**src/rtl/vga_pkg.sv**
```systemverilog
// vga_pkg: shared VGA timing types for the line timers and coordinate generator
package vga_pkg;
  typedef enum logic [1:0] {SYNC, BACKPORCH, ACTIVE, FRONTPORCH} VGA_state_e;
  typedef enum logic {V_IDLE, V_RUN} vga_vstate_e;
  localparam int VGA_MAX_SYNC_DELAY = 15;
endpackage

```
**src/rtl/vga_delay_line.sv**
```systemverilog
// vga_delay_line: DEPTH-stage resettable shift register, DEPTH=0 is a wire
module vga_delay_line #(
  parameter int WIDTH = 3,
  parameter int DEPTH = 2
) (
  input  logic             clk,
  input  logic             rst,
  input  logic [WIDTH-1:0] d,
  output logic [WIDTH-1:0] q
);
  if (DEPTH == 0) begin : g_pass
    assign q = d;
  end else begin : g_sr
    logic [WIDTH-1:0] sr [DEPTH];
    always_ff @(posedge clk) begin
      if (rst) sr <= '{default: '0};
      else begin
        sr[0] <= d;
        for (int i = 1; i < DEPTH; i++) sr[i] <= sr[i-1];
      end
    end
    assign q = sr[DEPTH-1];
  end
endmodule

```
**src/rtl/vga_coord_gen.sv**
```systemverilog
// vga_coord_gen: active-area x/y, data enable, line/frame strobes and aligned syncs.
// Define VGA_COORD_CHECK_EN to add the sticky timing_err line-length/wrap checker.
module vga_coord_gen
  import vga_pkg::*;
#(
  parameter int X_WIDTH    = 12,
  parameter int Y_WIDTH    = 12,
  parameter int SYNC_DELAY = 2
) (
  input  logic               clk,
  input  logic               rst,
  input  VGA_state_e         h_state,
  input  logic               h_sync,
  input  VGA_state_e         v_state,
  input  logic               v_sync,
  output logic [X_WIDTH-1:0] x,
  output logic [Y_WIDTH-1:0] y,
  output logic               de_o,
  output logic               hsync_o,
  output logic               vsync_o,
  output logic               line_start,
  output logic               frame_start
`ifdef VGA_COORD_CHECK_EN
  ,
  output logic               timing_err
`endif
);
  localparam int DLY = SYNC_DELAY > VGA_MAX_SYNC_DELAY ? VGA_MAX_SYNC_DELAY : SYNC_DELAY;
  VGA_state_e  h_state_q, v_state_q;
  vga_vstate_e vst;
  logic        first_line;
  logic [2:0]  raw;
  logic        act, act_q, v_enter, h_fall, ls_n;
  assign act     = h_state == ACTIVE && v_state == ACTIVE;
  assign act_q   = h_state_q == ACTIVE && v_state_q == ACTIVE;
  assign v_enter = v_state == ACTIVE && v_state_q != ACTIVE;
  assign h_fall  = h_state_q == ACTIVE && h_state != ACTIVE;
  assign ls_n    = act && !act_q;
  // v_state_q resets to ACTIVE so coming out of reset mid-frame is not seen as a frame entry
  always_ff @(posedge clk) begin
    if (rst) begin
      h_state_q   <= SYNC;
      v_state_q   <= ACTIVE;
      x           <= '0;
      y           <= '0;
      vst         <= V_IDLE;
      first_line  <= 1'b0;
      line_start  <= 1'b0;
      frame_start <= 1'b0;
      raw         <= '0;
    end else begin
      h_state_q   <= h_state;
      v_state_q   <= v_state;
      x           <= act ? (act_q ? x + 1'b1 : '0) : '0;
      line_start  <= ls_n;
      frame_start <= ls_n && (vst == V_RUN ? first_line : v_enter);
      first_line  <= vst == V_IDLE ? v_enter && !ls_n : first_line && !ls_n;
      raw         <= {act, h_sync, v_sync};
      if (vst == V_IDLE) begin
        if (v_enter) begin
          vst <= V_RUN;
          y   <= '0;
        end
      end else if (v_state != ACTIVE) vst <= V_IDLE;
      else if (h_fall) y <= y + 1'b1;
    end
  end
  vga_delay_line #(.WIDTH(3), .DEPTH(DLY)) u_dly (
    .clk(clk),
    .rst(rst),
    .d  (raw),
    .q  ({de_o, hsync_o, vsync_o})
  );
`ifdef VGA_COORD_CHECK_EN
  logic [X_WIDTH-1:0] ref_len, len;
  logic               ref_pend;
  assign len = x + 1'b1;
  // x holds the last pixel index on the cycle act drops, so x+1 is the line length
  always_ff @(posedge clk) begin
    if (rst) begin
      timing_err <= 1'b0;
      ref_len    <= '0;
      ref_pend   <= 1'b0;
    end else begin
      if (vst == V_IDLE && v_enter) ref_pend <= 1'b1;
      if (raw[2] && !act && vst == V_RUN) begin
        if (ref_pend) begin
          ref_len  <= len;
          ref_pend <= 1'b0;
        end else if (ref_len != len) timing_err <= 1'b1;
      end
      if (raw[2] && x == '1) timing_err <= 1'b1;
    end
  end
`endif
endmodule

```
**config.mk**
```make
export PLATFORM = sky130hd
export DESIGN_NAME = vga_coord_gen
export DESIGN_NICKNAME = d
export VERILOG_FILES = /design/src/rtl/vga_pkg.sv /design/src/rtl/vga_delay_line.sv /design/src/rtl/vga_coord_gen.sv
export SDC_FILE = /design/constraint.sdc
export NUM_CORES = 1
export LEC_CHECK = 0
export CAP_MARGIN = 15
export CORE_MARGIN = 5
export CORE_UTILIZATION = 49
export CTS_CLUSTER_DIAMETER = 200
export DETAILED_ROUTE_END_ITERATION = 12
export HOLD_SLACK_MARGIN = 0.06
export PLACE_DENSITY = 0.84
export SYNTH_ARGS = -nofsm -noshare
export SYNTH_HDL_FRONTEND = slang
export SYNTH_SLANG_ARGS = --single-unit
export TNS_END_PERCENT = 10
```
**constraint.sdc**
```tcl
create_clock -name clk -period 2.16 [get_ports clk]
set_clock_uncertainty 0.15 [all_clocks]
set_input_delay 0.648 -clock clk [delete_from_list [all_inputs] [get_ports clk]]
set_output_delay 0.648 -clock clk [all_outputs]
set_load 0.05 [all_outputs]
```
## Word-level counts from Yosys, hierarchy flattened

Index checks and enable logic that the tools add are counted.

- Register bits after elaboration: 41
- Input bits: 8
- Output and inout port bits: 29
- Memories kept: 0
- ROM bits: 0
- Bits in writable memories: 0
- Latch bits: 0

- Shift-type cells: 0
- $add $sub $neg: 2
- Multiply operators: 0
- Equality and inequality tests: 9
- Magnitude comparators: 0
- Divide/modulo/power cells: 0
- Bitwise logic cells: 2
- Reduce and logical (&&, ||, !) cells: 13
- Muxes and demuxes: 9

Operators by type and width:

| kind | count |
|---|---|
| 12-bit two-way mux | 4 |
| 12-bit by 1-bit adder with 12-bit output, second input constant | 2 |
| 2-bit equality test, second input constant | 4 |
| 1-bit logical AND | 8 |
| 2-bit inequality test, second input constant | 4 |
| 1-bit two-way mux | 5 |
| 3-bit AND reduction | 1 |
| 3-bit OR reduction | 1 |
| 1-bit zero test | 2 |
| 2-bit by 1-bit inequality test with 1-bit output, second input constant | 1 |
| 1-bit inverter | 2 |
| 2-bit nonzero test | 1 |

## Depth between registers and ports, before layout

- Word-level depth: 7
- Mapped depth: 5

## Cells and area by module

A second synthesis with hierarchy kept.

- Cell total of the unflattened synthesis: 176
- Area total of the unflattened synthesis: 1686.6 µm²

Modules (own cells, without submodules):

| module | instances | sequential area each (µm²) | area each (µm²) | cells each |
|---|---|---|---|---|
| vga_coord_gen | 1 | 700.7 | 1506.4 | 161 |
| vga_delay_line | 1 | 120.1 | 180.2 | 15 |

## Least setup slack after synthesis

No wires, ideal clock.

- Path kind: reg2reg
- Start: register y[1]
- End: register y[6]
- Cell stages (with the launch flop): 6
- Setup slack: 289 ps
- Data arrival time: 1661 ps
- Clock period less this slack: 1871 ps
- Setup time: 60 ps
- Path buffers: 0
- Cell sequence: dfxtp_1 ha_1 and2_1 nand4_1 a2111o_1 nand2_1

- Word-level cells in the longest chain between the ends: 4

Ends and longest elaborated chain:

| element | RTL line | RTL |
|---|---|---|
| start: declaration | vga_coord_gen.sv:17 | `output logic [Y_WIDTH-1:0] y,` |
| start signal: assignment | vga_coord_gen.sv:65 | `else if (h_fall) y <= y + 1'b1;` |
| 12-bit by 1-bit adder with 12-bit output | vga_coord_gen.sv:65 |  |
| 12-bit two-way mux | vga_coord_gen.sv:65 |  |
| 12-bit two-way mux | vga_coord_gen.sv:64 | `end else if (v_state != ACTIVE) vst <= V_IDLE;` |
| 12-bit two-way mux | vga_coord_gen.sv:59 | `if (vst == V_IDLE) begin` |

No other way between the ends. The select of a mux whose other input is x is not followed.
A chain may end at the register's enable or synchronous reset.

## Worst setup path in the final report

- Start: input port v_state[1]
- End: register y[4]

- Word-level cells in the longest chain between the ends: 4

Ends and longest elaborated chain:

| element | RTL line | RTL |
|---|---|---|
| start: declaration | vga_coord_gen.sv:14 | `input VGA_state_e v_state,` |
| 2-bit equality test | vga_coord_gen.sv:36 | `assign v_enter = v_state == ACTIVE && v_state_q != ACTIVE;` |
| 1-bit logical AND | vga_coord_gen.sv:36 |  |
| 2-bit nonzero test (no source line) | n/a |  |
| 3-bit AND reduction (no source line) * | n/a |  |

Every way passes the cells marked *; elsewhere a longest branch is shown, timed or not.

==> out/metrics.yaml <==
timing:
  slew_headroom: 0.7403
  final.period_utilization: 0.9218
  rsz0062_at_grt: "no"
  worstMarginPinSlew_ns: 0.3896
  setup_slack_ns: 0.1689
  hold-worst-slack_ns: 0.2866
  hold_viol: 0
  fmax_mhz: 502.2
  fin_crit_ns: 1.991
  finalSetupViolCount: 0
  final_max_slew_viol_count: 0
floorplan:
  dieArea_sq_mm: 0.004707
  die_w_um: 68.61
  die_h_um: 68.61
  num_rows: 21
  initial_core_util: 0.5043
  core_sq_mm: 0.003337
  ios: 37
synth:
  synthTopCellsByCount: "dfxtp_1 (41), nand2_1 (20), nor2b_1 (15)"
  synth_top_area_share: 0.4877
  synth-xor-area-share: 0.05204
  syn_avg_cell_area_sq_um: 9.562
  synth.most_common_cell: "dfxtp_1"
  synth-simple-area-share: 0.2818
  synth_top_family_by_area: "simple AND/OR/NAND/NOR gates"
  syn_area_sq_mm: 0.001683
  synthMuxAreaShare: 0.01190
  ys_top_cells_by_area: "dfxtp_1 (49%), nor2b_1 (5.6%), a2111o_1 (4.7%)"
  async_flop_share: 0
  synth_compound_area_frac: 0.1227
  ys_dominant_reg_cell: "dfxtp_1"
  synth_top_cell_by_area: "dfxtp_1"
  synthAdderAreaFrac: 0.01487
  synth_cell_types: 35
  ys_seq_area_frac: 0.4877
  synth-seq-cells: 41
  yosys_warnings: 0
  synth_edf_count: 0
  syn_nets: 186
  syn_inst: 176
place:
  gp_congestion: 0.7614
  dp.cells: 260
  place_area_sq_mm: 0.002071
  post-place-ws_ns: -0.1941
  place_hpwl_mm: 2.377
  io_buffers: 36
final_layout:
  num_antenna_cells: 0
  areaGrowthSynthToFinish_pct: 26.39
  nets: 231
  drive_above_1_share: 0.2297
  fill_cells: 285
  final_area_sq_mm: 0.002127
  finalNonFillerCells: 268
clocking:
  clkSlewWorstSetupHoldPaths_ns: 0.13
  cts_hold_buf: 0
  cts_tree: "done"
  numCtsBuffers: 5
  cts-resized-gates: 0
  cts_sinks: 41
  cts_root_buf: "clkbuf_4"
  postCtsSetupBuffers: 0
  clockBufferDepth: 2
  htree_levels: 2
  clk_latency_ns: 0.36
worst_setup_path:
  worstSetupPathDepth: 6
  crit_path_start_kind: "primary input"
  cp_top_family: "compound AO/OA/AOI/OAI gates"
  crit_start: "v_state[1]"
  crit_type: "primary input to register"
  cp_max_fo: 8
  reg2reg_from: "vst"
  max_stage_delay_ns: 0.47
  crit_slowest_cell: "clkdlybuf4s50_1"
  worstReg2RegEnd: "y[4]"
  timing.critical_path.arrival_ns: 2.14
  worstPathCellList: "clkdlybuf4s50_1 -> nor3b_2 -> buf_4 -> a21o_1 -> a2111o_1 -> o21ai_1"
  worst-path-buf-inv: 2
  reg2reg_setup_slack_ns: 0.50
  required_ns: 2.31
  reg2reg_depth: 5
  crit_path_end_kind: "register"
  critPathCapture: "y[4]"
flow_run:
  cap_violations: 0
power_and_ir_drop:
  clock_power_share: 0.308
  internal_power_mw: 0.9311
  combPwrFrac: 0.062
  sw_frac_of_total: 0.2383
  p_leak_nw: 0.8473
  ir_worst_vdd_mv: 0.4371
  share_seq_of_total_power: 0.630
  powerDensity_mw_per_mm2: 574.7
  power.net_switching_mw: 0.2913
status:
  status: "complete, no violations"
global_routing:
  grtUsageTotal: 0.1539
  grt_max_degree: 21
  grt_pass1_wl_mm: 5.250
  grt_pass1_vias: 1172
  antenna_found_initial: 0
  grt-ovfl-total: 0
route:
  wl_met1_mm: 1.405
  wl_met3_um: 169
  detail-route-antenna-nets: 0
  first_iter_violations: 40
  totalWireLength_mm: 3.202
  dr.pass1.iters: 4
  post_drt_wl_per_cell_um: 11.95
  top_layer_used: "met4"
  vias: 1354
  remaining_drc_errors: 0
  wl_met2_mm: 1.550
  via_per_inst: 5.052
min_path:
  hold_path.class: "register to register"
[layout by cell type (no fill, tap or decap), types with 3 or more instances in the layout]
| cell | Yosys | routed |
|---|---|---|
| a2111o_1 | 7 | 7 |
| nor3_1 | 4 | 4 |
| a21oi_1 | 7 | 7 |
| xnor2_1 | 8 | 8 |
| buf_4 | 0 | 37 |
| and3_1 | 3 | 3 |
| clkdlybuf4s50_1 | 0 | 7 |
| nor2b_1 | 15 | 15 |
| o2111ai_1 | 6 | 6 |
| nor2_1 | 14 | 14 |
| nand4_1 | 5 | 5 |
| nand3_1 | 7 | 7 |
| nand2_1 | 20 | 20 |
| clkbuf_4 | 0 | 5 |
| inv_1 | 3 | 3 |
| nand2b_1 | 4 | 4 |
| dfxtp_1 | 41 | 41 |
[registers in the layout, indices dropped and copies added, names as in the netlist]
signal	cells
h_state_q	2
raw	3
y	12
frame_start	1
line_start	1
u_dly.g_sr.sr	3
x	12
vst	1
first_line	1
u_dly.q	3
v_state_q	2
[power groups by stage]
stage	Clock (mW)	Combinational [mW]	Sequential, mW
after CTS	0.393	0.0763	0.770
after global routing	0.424	0.0824	0.771
after floorplan	0	0.0372	0.792
after detailed placement	0	0.0762	0.787
after global placement	0	0.0750	0.787
final	0.377	0.0756	0.770
[kinds of logic after synthesis]
logic type | after synthesis
DFF | 41
and+or+nand+nor | 85
buffers and inverters | 10
xor gates and xnor gates | 10
AOI/OAI and AO/OA | 26
adders and majority gates | 2
muxes | 2
[metal layers]
metal	vias up	global-route usage
met5	-	0
met4	0	0.09926
li1	713	-
met2	24	0.2455
met1	611	0.1693
met3	6	0.05997
[stage by stage]
stage	setup TNS, ns	power, mW	util
after detailed placement	-2.627	0.8632	0.6205
after global routing	0	1.277	0.6374
after global placement	-2.137	0.8616	0.6205
after floorplan	0	0.8289	-
final	0	1.222	0.6374
after CTS	0	1.239	0.6374
[layout make-up]
cell class	instances	area, sq um	area share
multi-input combinational	125	813.3	0.3824
sequential	41	820.8	0.3859
inverter	3	11.26	0.005294
clock buffer	6	41.29	0.01941
tap	46	57.56	0.02706
timing repair buffer	45	367.9	0.1729
clock inverter	2	15.01	0.007059
[how the worst min path moves through the flow]
stage                  endpoint  slack, ns  cells past startpoint        startpoint
5_1_grt              u_dly.q[2]       0.30                      1  u_dly.g_sr.sr[5]
4_1_cts              u_dly.q[0]       0.30                      1  u_dly.g_sr.sr[3]
2_1_floorplan  u_dly.g_sr.sr[3]       0.26                      1            raw[0]
3_5_place_dp         u_dly.q[0]       0.27                      1  u_dly.g_sr.sr[3]
6_report             u_dly.q[0]       0.29                      1  u_dly.g_sr.sr[3]
3_3_place_gp   u_dly.g_sr.sr[3]       0.27                      1            raw[0]
Note: power is estimated with default switching activity, not from simulation.
